**src/rtl/switch_allocator_rr_pkg.sv**
```systemverilog
// Shared sizing and types for the five-port NoC router switch allocator.
package noc_params;

  localparam int PORT_NUM  = 5;
  localparam int VC_NUM    = 2;
  localparam int PORT_SIZE = $clog2(PORT_NUM);
  localparam int VC_SIZE   = $clog2(VC_NUM);

  typedef logic [PORT_SIZE-1:0] port_t;
  typedef logic [VC_SIZE-1:0]   vc_t;

  // One full allocation decision: per-input read selection and per-output crossbar setup.
  typedef struct packed {
    logic  [PORT_NUM-1:0] valid_sel;
    vc_t   [PORT_NUM-1:0] vc_sel;
    logic  [PORT_NUM-1:0] xb_valid;
    port_t [PORT_NUM-1:0] xb_sel;
    vc_t   [PORT_NUM-1:0] ds_vc;
  } sa_grant_t;

endpackage

```
**src/rtl/switch_allocator_rr_if.sv**
```systemverilog
// Request/grant bundle between input-port VC state, the switch allocator and the crossbar.
interface switch_allocator_rr_if;
  import noc_params::*;

  logic  [PORT_NUM-1:0][VC_NUM-1:0] req_i;
  port_t [PORT_NUM-1:0][VC_NUM-1:0] out_port_i;
  vc_t   [PORT_NUM-1:0][VC_NUM-1:0] ds_vc_i;
  logic  [PORT_NUM-1:0][VC_NUM-1:0] on_off_i;

  logic  [PORT_NUM-1:0] valid_sel_o;
  vc_t   [PORT_NUM-1:0] vc_sel_o;
  logic  [PORT_NUM-1:0] xb_valid_o;
  port_t [PORT_NUM-1:0] xb_sel_o;
  vc_t   [PORT_NUM-1:0] ds_vc_o;

  modport master (
    output req_i, out_port_i, ds_vc_i, on_off_i,
    input  valid_sel_o, vc_sel_o, xb_valid_o, xb_sel_o, ds_vc_o
  );

  modport slave (
    input  req_i, out_port_i, ds_vc_i, on_off_i,
    output valid_sel_o, vc_sel_o, xb_valid_o, xb_sel_o, ds_vc_o
  );

endinterface

```
**src/rtl/switch_allocator_rr_arbiter.sv**
```systemverilog
// Round-robin arbiter owning its priority pointer; the pointer moves past the
// current winner only when the caller confirms the grant through update.
module round_robin_arbiter #(
  parameter int N = 4
) (
  input  logic         clk,
  input  logic         rst,
  input  logic [N-1:0] req,
  input  logic         update,
  output logic [N-1:0] grant
);

  localparam int PW = (N > 1) ? $clog2(N) : 1;

  logic [PW-1:0] r_ptr;
  logic [PW-1:0] w_win;
  logic          w_found;
  int            w_idx;

  always_comb begin
    grant   = '0;
    w_win   = '0;
    w_found = 1'b0;
    w_idx   = 0;
    for (int k = 0; k < N; k++) begin
      w_idx = int'(r_ptr) + k;
      if (w_idx >= N) w_idx = w_idx - N;
      if (!w_found && req[w_idx]) begin
        w_found = 1'b1;
        w_win   = PW'(w_idx);
      end
    end
    if (w_found) grant[w_win] = 1'b1;
  end

  // Explicit wrap so non-power-of-two sizes never land on an unused slot.
  always_ff @(posedge clk or posedge rst) begin
    if (rst) begin
      r_ptr <= '0;
    end else if (update && w_found) begin
      r_ptr <= (w_win == PW'(N - 1)) ? '0 : w_win + 1'b1;
    end
  end

endmodule

```
**src/rtl/switch_allocator_rr.sv**
```systemverilog
// Separable input-first switch allocator: VC round-robin per input, then input
// round-robin per output. Build option SWITCH_ALLOC_OUTPUT_REG_EN registers all outputs.
module switch_allocator_rr
  import noc_params::*;
(
  input logic                  clk,
  input logic                  rst,
  switch_allocator_rr_if.slave sa_bus
);

  logic  [PORT_NUM-1:0][VC_NUM-1:0]   w_elig;
  logic  [PORT_NUM-1:0][VC_NUM-1:0]   w_vc_gnt;
  vc_t   [PORT_NUM-1:0]               w_vc_idx;
  logic  [PORT_NUM-1:0]               w_in_valid;
  port_t [PORT_NUM-1:0]               w_win_port;
  logic  [PORT_NUM-1:0][PORT_NUM-1:0] w_out_req;  // [output][input]
  logic  [PORT_NUM-1:0][PORT_NUM-1:0] w_in_gnt;   // [output][input]
  logic  [PORT_NUM-1:0]               w_in_upd;
  sa_grant_t                          w_res;
  sa_grant_t                          w_out;

  genvar gi, gv;
  generate
    for (gi = 0; gi < PORT_NUM; gi++) begin : g_in
      for (gv = 0; gv < VC_NUM; gv++) begin : g_vc
        // Unused port encodings are never eligible.
        assign w_elig[gi][gv] = sa_bus.req_i[gi][gv]
            && (int'(sa_bus.out_port_i[gi][gv]) < PORT_NUM)
            && sa_bus.on_off_i[sa_bus.out_port_i[gi][gv]][sa_bus.ds_vc_i[gi][gv]];
      end

      round_robin_arbiter #(.N(VC_NUM)) u_vc_arb (
        .clk    (clk),
        .rst    (rst),
        .req    (w_elig[gi]),
        .update (w_in_upd[gi]),
        .grant  (w_vc_gnt[gi])
      );
    end

    for (gi = 0; gi < PORT_NUM; gi++) begin : g_out
      round_robin_arbiter #(.N(PORT_NUM)) u_port_arb (
        .clk    (clk),
        .rst    (rst),
        .req    (w_out_req[gi]),
        .update (|w_out_req[gi]),
        .grant  (w_in_gnt[gi])
      );
    end
  endgenerate

  always_comb begin
    w_vc_idx   = '0;
    w_in_valid = '0;
    w_win_port = '0;
    w_out_req  = '0;
    for (int p = 0; p < PORT_NUM; p++) begin
      for (int v = 0; v < VC_NUM; v++) begin
        if (w_vc_gnt[p][v]) w_vc_idx[p] = vc_t'(v);
      end
      w_in_valid[p] = |w_vc_gnt[p];
      w_win_port[p] = sa_bus.out_port_i[p][w_vc_idx[p]];
      for (int o = 0; o < PORT_NUM; o++) begin
        w_out_req[o][p] = w_in_valid[p] && (w_win_port[p] == port_t'(o));
      end
    end
  end

  // A stage-1 winner that loses stage 2 gets no update, so its VC pointer holds.
  always_comb begin
    w_res    = '0;
    w_in_upd = '0;
    for (int o = 0; o < PORT_NUM; o++) begin
      for (int p = 0; p < PORT_NUM; p++) begin
        if (w_in_gnt[o][p]) begin
          w_res.xb_valid[o]  = 1'b1;
          w_res.xb_sel[o]    = port_t'(p);
          w_res.ds_vc[o]     = sa_bus.ds_vc_i[p][w_vc_idx[p]];
          w_res.valid_sel[p] = 1'b1;
          w_res.vc_sel[p]    = w_vc_idx[p];
          w_in_upd[p]        = 1'b1;
        end
      end
    end
  end

`ifdef SWITCH_ALLOC_OUTPUT_REG_EN
  sa_grant_t r_res;

  always_ff @(posedge clk or posedge rst) begin
    if (rst) begin
      r_res <= '0;
    end else begin
      r_res <= w_res;
    end
  end

  assign w_out = r_res;
`else
  assign w_out = rst ? '0 : w_res;
`endif

  assign sa_bus.valid_sel_o = w_out.valid_sel;
  assign sa_bus.vc_sel_o    = w_out.vc_sel;
  assign sa_bus.xb_valid_o  = w_out.xb_valid;
  assign sa_bus.xb_sel_o    = w_out.xb_sel;
  assign sa_bus.ds_vc_o     = w_out.ds_vc;

endmodule

```
**src/flat_wrapper.sv**
```systemverilog
// flat-port wrapper written by rule: the top's interface ports become plain ports
module switch_allocator_rr_flat import noc_params::*;
  (clk, rst, sa_bus_req_i, sa_bus_out_port_i, sa_bus_ds_vc_i, sa_bus_on_off_i, sa_bus_valid_sel_o, sa_bus_vc_sel_o, sa_bus_xb_valid_o, sa_bus_xb_sel_o, sa_bus_ds_vc_o);
  switch_allocator_rr_if sa_bus_i ();
  input logic clk;
  input logic rst;
  input wire logic [$bits(sa_bus_i.req_i)-1:0] sa_bus_req_i;
  input wire logic [$bits(sa_bus_i.out_port_i)-1:0] sa_bus_out_port_i;
  input wire logic [$bits(sa_bus_i.ds_vc_i)-1:0] sa_bus_ds_vc_i;
  input wire logic [$bits(sa_bus_i.on_off_i)-1:0] sa_bus_on_off_i;
  output wire logic [$bits(sa_bus_i.valid_sel_o)-1:0] sa_bus_valid_sel_o;
  output wire logic [$bits(sa_bus_i.vc_sel_o)-1:0] sa_bus_vc_sel_o;
  output wire logic [$bits(sa_bus_i.xb_valid_o)-1:0] sa_bus_xb_valid_o;
  output wire logic [$bits(sa_bus_i.xb_sel_o)-1:0] sa_bus_xb_sel_o;
  output wire logic [$bits(sa_bus_i.ds_vc_o)-1:0] sa_bus_ds_vc_o;
  assign sa_bus_i.req_i = sa_bus_req_i;
  assign sa_bus_i.out_port_i = sa_bus_out_port_i;
  assign sa_bus_i.ds_vc_i = sa_bus_ds_vc_i;
  assign sa_bus_i.on_off_i = sa_bus_on_off_i;
  assign sa_bus_valid_sel_o = sa_bus_i.valid_sel_o;
  assign sa_bus_vc_sel_o = sa_bus_i.vc_sel_o;
  assign sa_bus_xb_valid_o = sa_bus_i.xb_valid_o;
  assign sa_bus_xb_sel_o = sa_bus_i.xb_sel_o;
  assign sa_bus_ds_vc_o = sa_bus_i.ds_vc_o;
  switch_allocator_rr u_core (.clk(clk), .rst(rst), .sa_bus(sa_bus_i));
endmodule
```
**config.mk**
```make
export PLATFORM = sky130hd
export DESIGN_NAME = switch_allocator_rr_flat
export DESIGN_NICKNAME = d
export VERILOG_FILES = /design/src/rtl/switch_allocator_rr_pkg.sv /design/src/rtl/switch_allocator_rr_if.sv /design/src/rtl/switch_allocator_rr_arbiter.sv /design/src/rtl/switch_allocator_rr.sv /design/src/flat_wrapper.sv
export SDC_FILE = /design/constraint.sdc
export NUM_CORES = 1
export LEC_CHECK = 0
export ABC_AREA = 1
export ABC_CLOCK_PERIOD_IN_PS = 4900
export CAP_MARGIN = 10
export CORE_MARGIN = 2
export CORE_UTILIZATION = 25
export DETAILED_ROUTE_END_ITERATION = 10
export GPL_ROUTABILITY_DRIVEN = 0
export GPL_TIMING_DRIVEN = 0
export PLACE_DENSITY = 0.39
export SLEW_MARGIN = 5
export SYNTH_ARGS = -nofsm -noshare
export SYNTH_HDL_FRONTEND = slang
export SYNTH_SLANG_ARGS = --single-unit
```
**constraint.sdc**
```tcl
create_clock -name clk -period 4.9 [get_ports clk]
set_input_delay 0.98 -clock clk [delete_from_list [all_inputs] [get_ports clk]]
set_output_delay 0.98 -clock clk [all_outputs]
set_load 0.005 [all_outputs]
```
Word-level counts from Yosys, hierarchy flattened
Cells that the tools add are included.
- equal/unequal tests: 25
- reductions and logical operators: 130
- muxes and demuxes: 434
- add/subtract/negate cells: 70
- $lt $le $gt $ge: 125
- operator list (kind ; number):
    two-way mux 32 bit ; 35
    < comparator 32 x 5 -> 1 bit, second input constant ; 25
    < comparator 32 x 3 -> 1 bit, second input constant ; 10
    two-way mux 1 bit ; 277
    two-way mux 3 bit ; 45
    subtractor 4 x 3 -> 5 bit, second input constant ; 20
    logical AND 1 bit ; 90
    greater-or-equal comparator 4 x 3 -> 1 bit, second input constant ; 20
    binary-select mux 1 bit (select 3 bit) ; 25
    binary-select mux 2 bit (select 3 bit) ; 10
    < comparator 3 x 4 -> 1 bit, second input constant ; 15
    two-way mux 2 bit ; 26
    adder 3 x 2 -> 4 bit, second input constant ; 10
    < comparator 1 x 2 -> 1 bit, second input constant ; 20
    two-way mux 35 bit ; 1
    equality test 3 x 2 -> 1 bit, second input constant ; 10
    equality test 3 bit, second input constant ; 10
    < comparator 3 bit, second input constant ; 10
    zero test 1 bit ; 25
    two-way mux 5 bit ; 5
    OR reduction 5 bit ; 5
    adder 3 x 1 -> 4 bit, second input constant ; 5
    adder 3 x 3 -> 4 bit, second input constant ; 5
    subtractor 3 x 3 -> 4 bit, second input constant ; 5
    other kinds (15) ; 75
- output and inout port bits: 35
- register bits: 20
- word-level logic and storage cells: 794

Depth between registers and ports, before layout
- depth after elaboration: 53
- mapped depth: 31
- gate-level depth less buffers: 30

Hierarchy
A second synthesis with hierarchy kept.
- cells, all modules: 1732
- area, all modules: 9162.5 um2
- modules (own cells, without submodules) (module ; cells each ; sequential area each (um2) ; area an instance (um2) ; instances):
    round_robin_arbiter (u_core.g_out[0].u_port_arb ...) ; 237 ; 75.1 ; 1302.5 ; 4
    switch_allocator_rr ; 534 ; 0.0 ; 2439.8 ; 1
    round_robin_arbiter (u_core.g_out[4].u_port_arb) ; 205 ; 75.1 ; 1193.6 ; 1
    round_robin_arbiter (u_core.g_in[0].u_vc_arb ...) ; 9 ; 25.0 ; 63.8 ; 5

Worst setup path after synthesis
OpenSTA, ideal clock, no wires.
- path type: input to output
- from: input port sa_bus_on_off_i[7]
- to: output port sa_bus_vc_sel_o[0]
- data required time: 3.920 ns
- path buffers: 2
- stages: 28
- path slack: 0.406 ns
- data arrival time: 3.514 ns
- cells stage by stage: buf_4 > inv_2 > a21oi_1 > o21ai_0 > nand2_1 > nand2_1 > a21boi_4 > nand2_4 > nand2_2 > nand2_2 > nor2_4 > buf_6 > nand2_4 > nand2_2 > nand3_2 > nor2_2 > nor2_2 > nand3_1 > nand2_1 > nor2_2 > nand3_4 > nor2_1 > inv_1 > nor2_1 > a21oi_2 > nand2_2 > nand2_1 > nor2_2
- cells in the longest elaborated chain, start to end: 49
- elaborated cells on any way between the ends: 411
- RTL lines (what ; RTL line ; source):
    from (decl) ; flat_wrapper.sv:10 ; input wire logic [$bits(sa_bus_i.on_off_i)-1:0] sa_bus_on_off_i;
    binary-select mux 2 bit (select 3 bit) ; switch_allocator_rr.sv:29 ; && sa_bus.on_off_i[sa_bus.out_port_i[gi][gv]][sa_bus.ds_vc_i[gi][gv]];
    two-way mux 2 bit (not written as such) ; switch_allocator_rr.sv:29 ;
    two-way mux 1 bit (not written as such) (2 in a row) ; switch_allocator_rr.sv:29 ;
    logical AND 1 bit ; switch_allocator_rr.sv:29 ;
    two-way mux 1 bit (not written as such) (3 in a row) ; switch_allocator_rr_arbiter.sv:28 ; if (!w_found && req[w_idx]) begin
    two-way mux 1 bit ; switch_allocator_rr_arbiter.sv:28 ;
    zero test 1 bit ; switch_allocator_rr_arbiter.sv:28 ;
    logical AND 1 bit ; switch_allocator_rr_arbiter.sv:28 ;
    [27 not listed] ; -- ;
    < comparator 3 x 4 -> 1 bit (not written as such) / greater-or-equal comparator 3 x 1 -> 1 bit (equally long branches) ; switch_allocator_rr_arbiter.sv:33 ; if (w_found) grant[w_win] = 1'b1;
    logical AND 1 bit (not written as such) ; switch_allocator_rr_arbiter.sv:33 ;
    two-way mux 1 bit (not written as such) ; switch_allocator_rr_arbiter.sv:33 ;
    demux 1 bit (select 3 bit) ; switch_allocator_rr_arbiter.sv:33 ;
    two-way mux 5 bit ; switch_allocator_rr_arbiter.sv:33 ;
    two-way mux 1 bit (4 in a row) ; switch_allocator_rr.sv:75 ; if (w_in_gnt[o][p]) begin
    two-way mux 2 bit (*) ; switch_allocator_rr.sv:75 ;
    two-way mux 35 bit (*) ; switch_allocator_rr.sv:100 ; assign w_out = rst ? '0 : w_res;
    to (decl) ; flat_wrapper.sv:12 ; output wire logic [$bits(sa_bus_i.vc_sel_o)-1:0] sa_bus_vc_sel_o;
Mark *: on every way between the ends. The rest lies on a longest branch, timed or not. The select of a mux whose other input is x is not followed.

Final worst setup path
- from: input port sa_bus_on_off_i[4]
- to: output port sa_bus_vc_sel_o[0]
The elaborated chain is that of the path after synthesis.

==> flow_summary.ini <==
[clock_tree]
cts_root_buf = clkbuf_16
clkLatencyLatePin_ns = 0.27
cts_hold_buf = 0
ctsHtreeMaxLevel = 1
clockBufferDepth = 2
cts_tree = yes
cts_buffers = 3
cts_sinks = 20
clkTransAtPathRegs_ns = 0.07

[setup_path]
critPathLaunchType = input port
cpMaxStageDelayCell = a21boi_4
crit_path_max_incr_delay_ns = 0.22
endpoint_kind = output port
worst_ep_required_time_ns = 3.92
critical_path_class = input port to output port
arrival_ns = 4.35
cp_max_fo = 8

[logic_synthesis]
seq_area_frac_synth_pct = 6.079
yosys_most_used_dff = dfrtp_1
syn-num-nets = 1656
avgSynthCellArea_um2 = 5.409
synth_edf_count = 0
synth_commonest_cells = nand2_1 (474), nand3_1 (216), inv_1 (199), nor2_1 (129), ha_1 (72)
synth_top_area_share_pct = 21.61
ys_types = 50
yosysTopAreaCell = nand2_1
synth_area_leaders = nand2_1 (22%), nand3_1 (13%), ha_1 (11%), inv_1 (9.1%), dfrtp_1 (6.1%)
ys.warnings.count = 0
syn-instance-count = 1522
synth-seq-cells = 20
syn-cell-area_um2 = 8233
postSynth.asyncResetShare_pct = 100.0
yosysMostFrequentCell = nand2_1

[floorplanning]
start_util_pct = 25.37
fp.coreArea_um2 = 32450
boundaryPins = 97
die_area_um2 = 34400
dieWidth_um = 185.5
rows = 66
die_y_um = 185.5

[sta]
setup_ws_ns = -0.4283
fin_crit_ns = 5.328
maxSlewHeadroom_pct = 24.64
setup_viol = 25
fin_worst_skew_ns = 0.01117
worst_slew_pin_slew_ns = 1.119
rsz0062_at_grt = true
timing.final.crit_share_pct = 108.7
fmax_ghz = 0.1877
timing_hold_violations_final = 0
drv_slew = 0

[job]
drv_cap = 0

[placed_design]
hpwl_mm = 26.77
port_buffers = 90
dp.cells = 2054

[grt]
globalRouteTotalUtil_pct = 20.74
grt_max_degree = 30
grt_pass1_wl_mm = 55.79
grt_antenna_before_repair = 1
grt_pass1_vias = 10335
grt_overflow = 0

[detailed_routing]
drc = 0
drt_wl_total_mm = 36.92
post_drt_wl_per_cell_um = 16.29
num_vias = 10865
vias_per_cell = 4.793
drtIter0Drc = 475
firstDrtPassIters = 5
antenna_left = 0

[final_layout]
fill_cells = 3480
drive_above_1_share_pct = 40.90
stdcell_count = 2267
area_growth_pct = 63.12
fin_nets = 1959

[outcome]
status = finished, violations left
violations = setup timing

[min_path]
hold_class = register to register
[worst paths after layout]
kind	from	end	slack, ns	cells past startpoint
worst max-delay path	sa_bus_on_off_i[4]	sa_bus_vc_sel_o[0]	-0.43	31
worst min-delay path	u_core.g_in[3].u_vc_arb.r_ptr$_DFFE_PP0P_	u_core.g_in[3].u_vc_arb.r_ptr$_DFFE_PP0P_	0.50	2
worst max register to register	u_core.g_out[4].u_port_arb.r_ptr[0]$_DFFE_PP0P_	u_core.g_out[4].u_port_arb.r_ptr[2]$_DFFE_PP0P_	0.64	27
worst min register to register	u_core.g_in[3].u_vc_arb.r_ptr$_DFFE_PP0P_	u_core.g_in[3].u_vc_arb.r_ptr$_DFFE_PP0P_	0.50	2
max in group asynchronous	rst	u_core.g_out[3].u_port_arb.r_ptr[2]$_DFFE_PP0P_	2.73	3
min in group asynchronous	rst	u_core.g_in[2].u_vc_arb.r_ptr$_DFFE_PP0P_	1.58	3
[through the flow]
stage               utilization [%]  TNS, ns  area (µm²)  setup WS (ns)  hold WS, ns
CTS                           36.58   -7.875       11870        -0.4745       0.4999
floorplan                         -        0        8233         0.4065       0.4588
global placement              29.85   -47.20        9687         -1.929       0.4766
global route                  41.38   -12.95       13430        -0.6395       0.5171
detailed placement            29.85   -45.40        9688         -1.831       0.4828
finish                        41.38   -6.673       13430        -0.4283       0.4973
[placed cells by master (no fill, tap or decap), drive strengths merged, types with 20 or more instances in the layout]
| cell type | n |
|---|---|
| buf | 254 |
| nand2 | 504 |
| xor2 | 34 |
| inv | 240 |
| dfrtp | 20 |
| o21ai | 81 |
| dlygate4sd2 | 21 |
| ha | 72 |
| nand3 | 239 |
| clkbuf | 22 |
| a21oi | 45 |
| nand4 | 26 |
| nor2 | 160 |
[cell type report]
cell class	instances	area, µm²	area share (%)
multi-input cells	1236	8531	63.52
plain buffers	15	112.6	0.8385
repair inverters	3	22.52	0.1677
repair buffers	299	2630	19.58
diodes	1	2.502	0.01863
inverters	247	988.4	7.360
well taps	442	553.0	4.118
flip-flops and latches	20	500.5	3.727
clock buffers	4	88.84	0.6615
[kinds of logic after synthesis]
group / synth area share [%]
AOI/OAI and AO/OA: 12.33
buffers and inverters: 12.48
adders and majority gates: 10.94
xor gates and xnor gates: 4.362
and+or+nand+nor: 53.81
DFF: 6.079
[state kept, by name (all words and copies together) (netlist names)]
| signal | count |
|---|---|
| u_core.g_in.u_vc_arb.r_ptr | 5 |
| u_core.g_out.u_port_arb.r_ptr | 15 |
[per-layer routing]
layer	global-route usage, %	routed length (µm)	up-vias
li1	-	-	5505
met1	26.93	16180	5129
met2	37.64	18740	210
met3	1.976	1661	21
met4	3.143	340	0
met5	0	0	-
[worst max-delay path, delay by kind of cell]
| family | cells | cell delay [ns] |
|---|---|---|
| buffers and inverters | 9 | 1.25 |
| AO/OA/AOI/OAI | 3 | 0.42 |
| AND/OR/NAND/NOR | 19 | 1.69 |
[what timing repair did]
| action | 4_1_cts | 5_1_grt |
|---|---|---|
| setup endpoints to repair | 36 | 36 |
| buffers inserted | 146 | 75 |
| pin swaps | 118 | 154 |
| cloned | 3 | 1 |
| gates resized for setup | 511 | 337 |
Power is left out: the tool's default activity adds up to more than one toggle a clock period on the data nets, which glitch-free logic cannot reach.
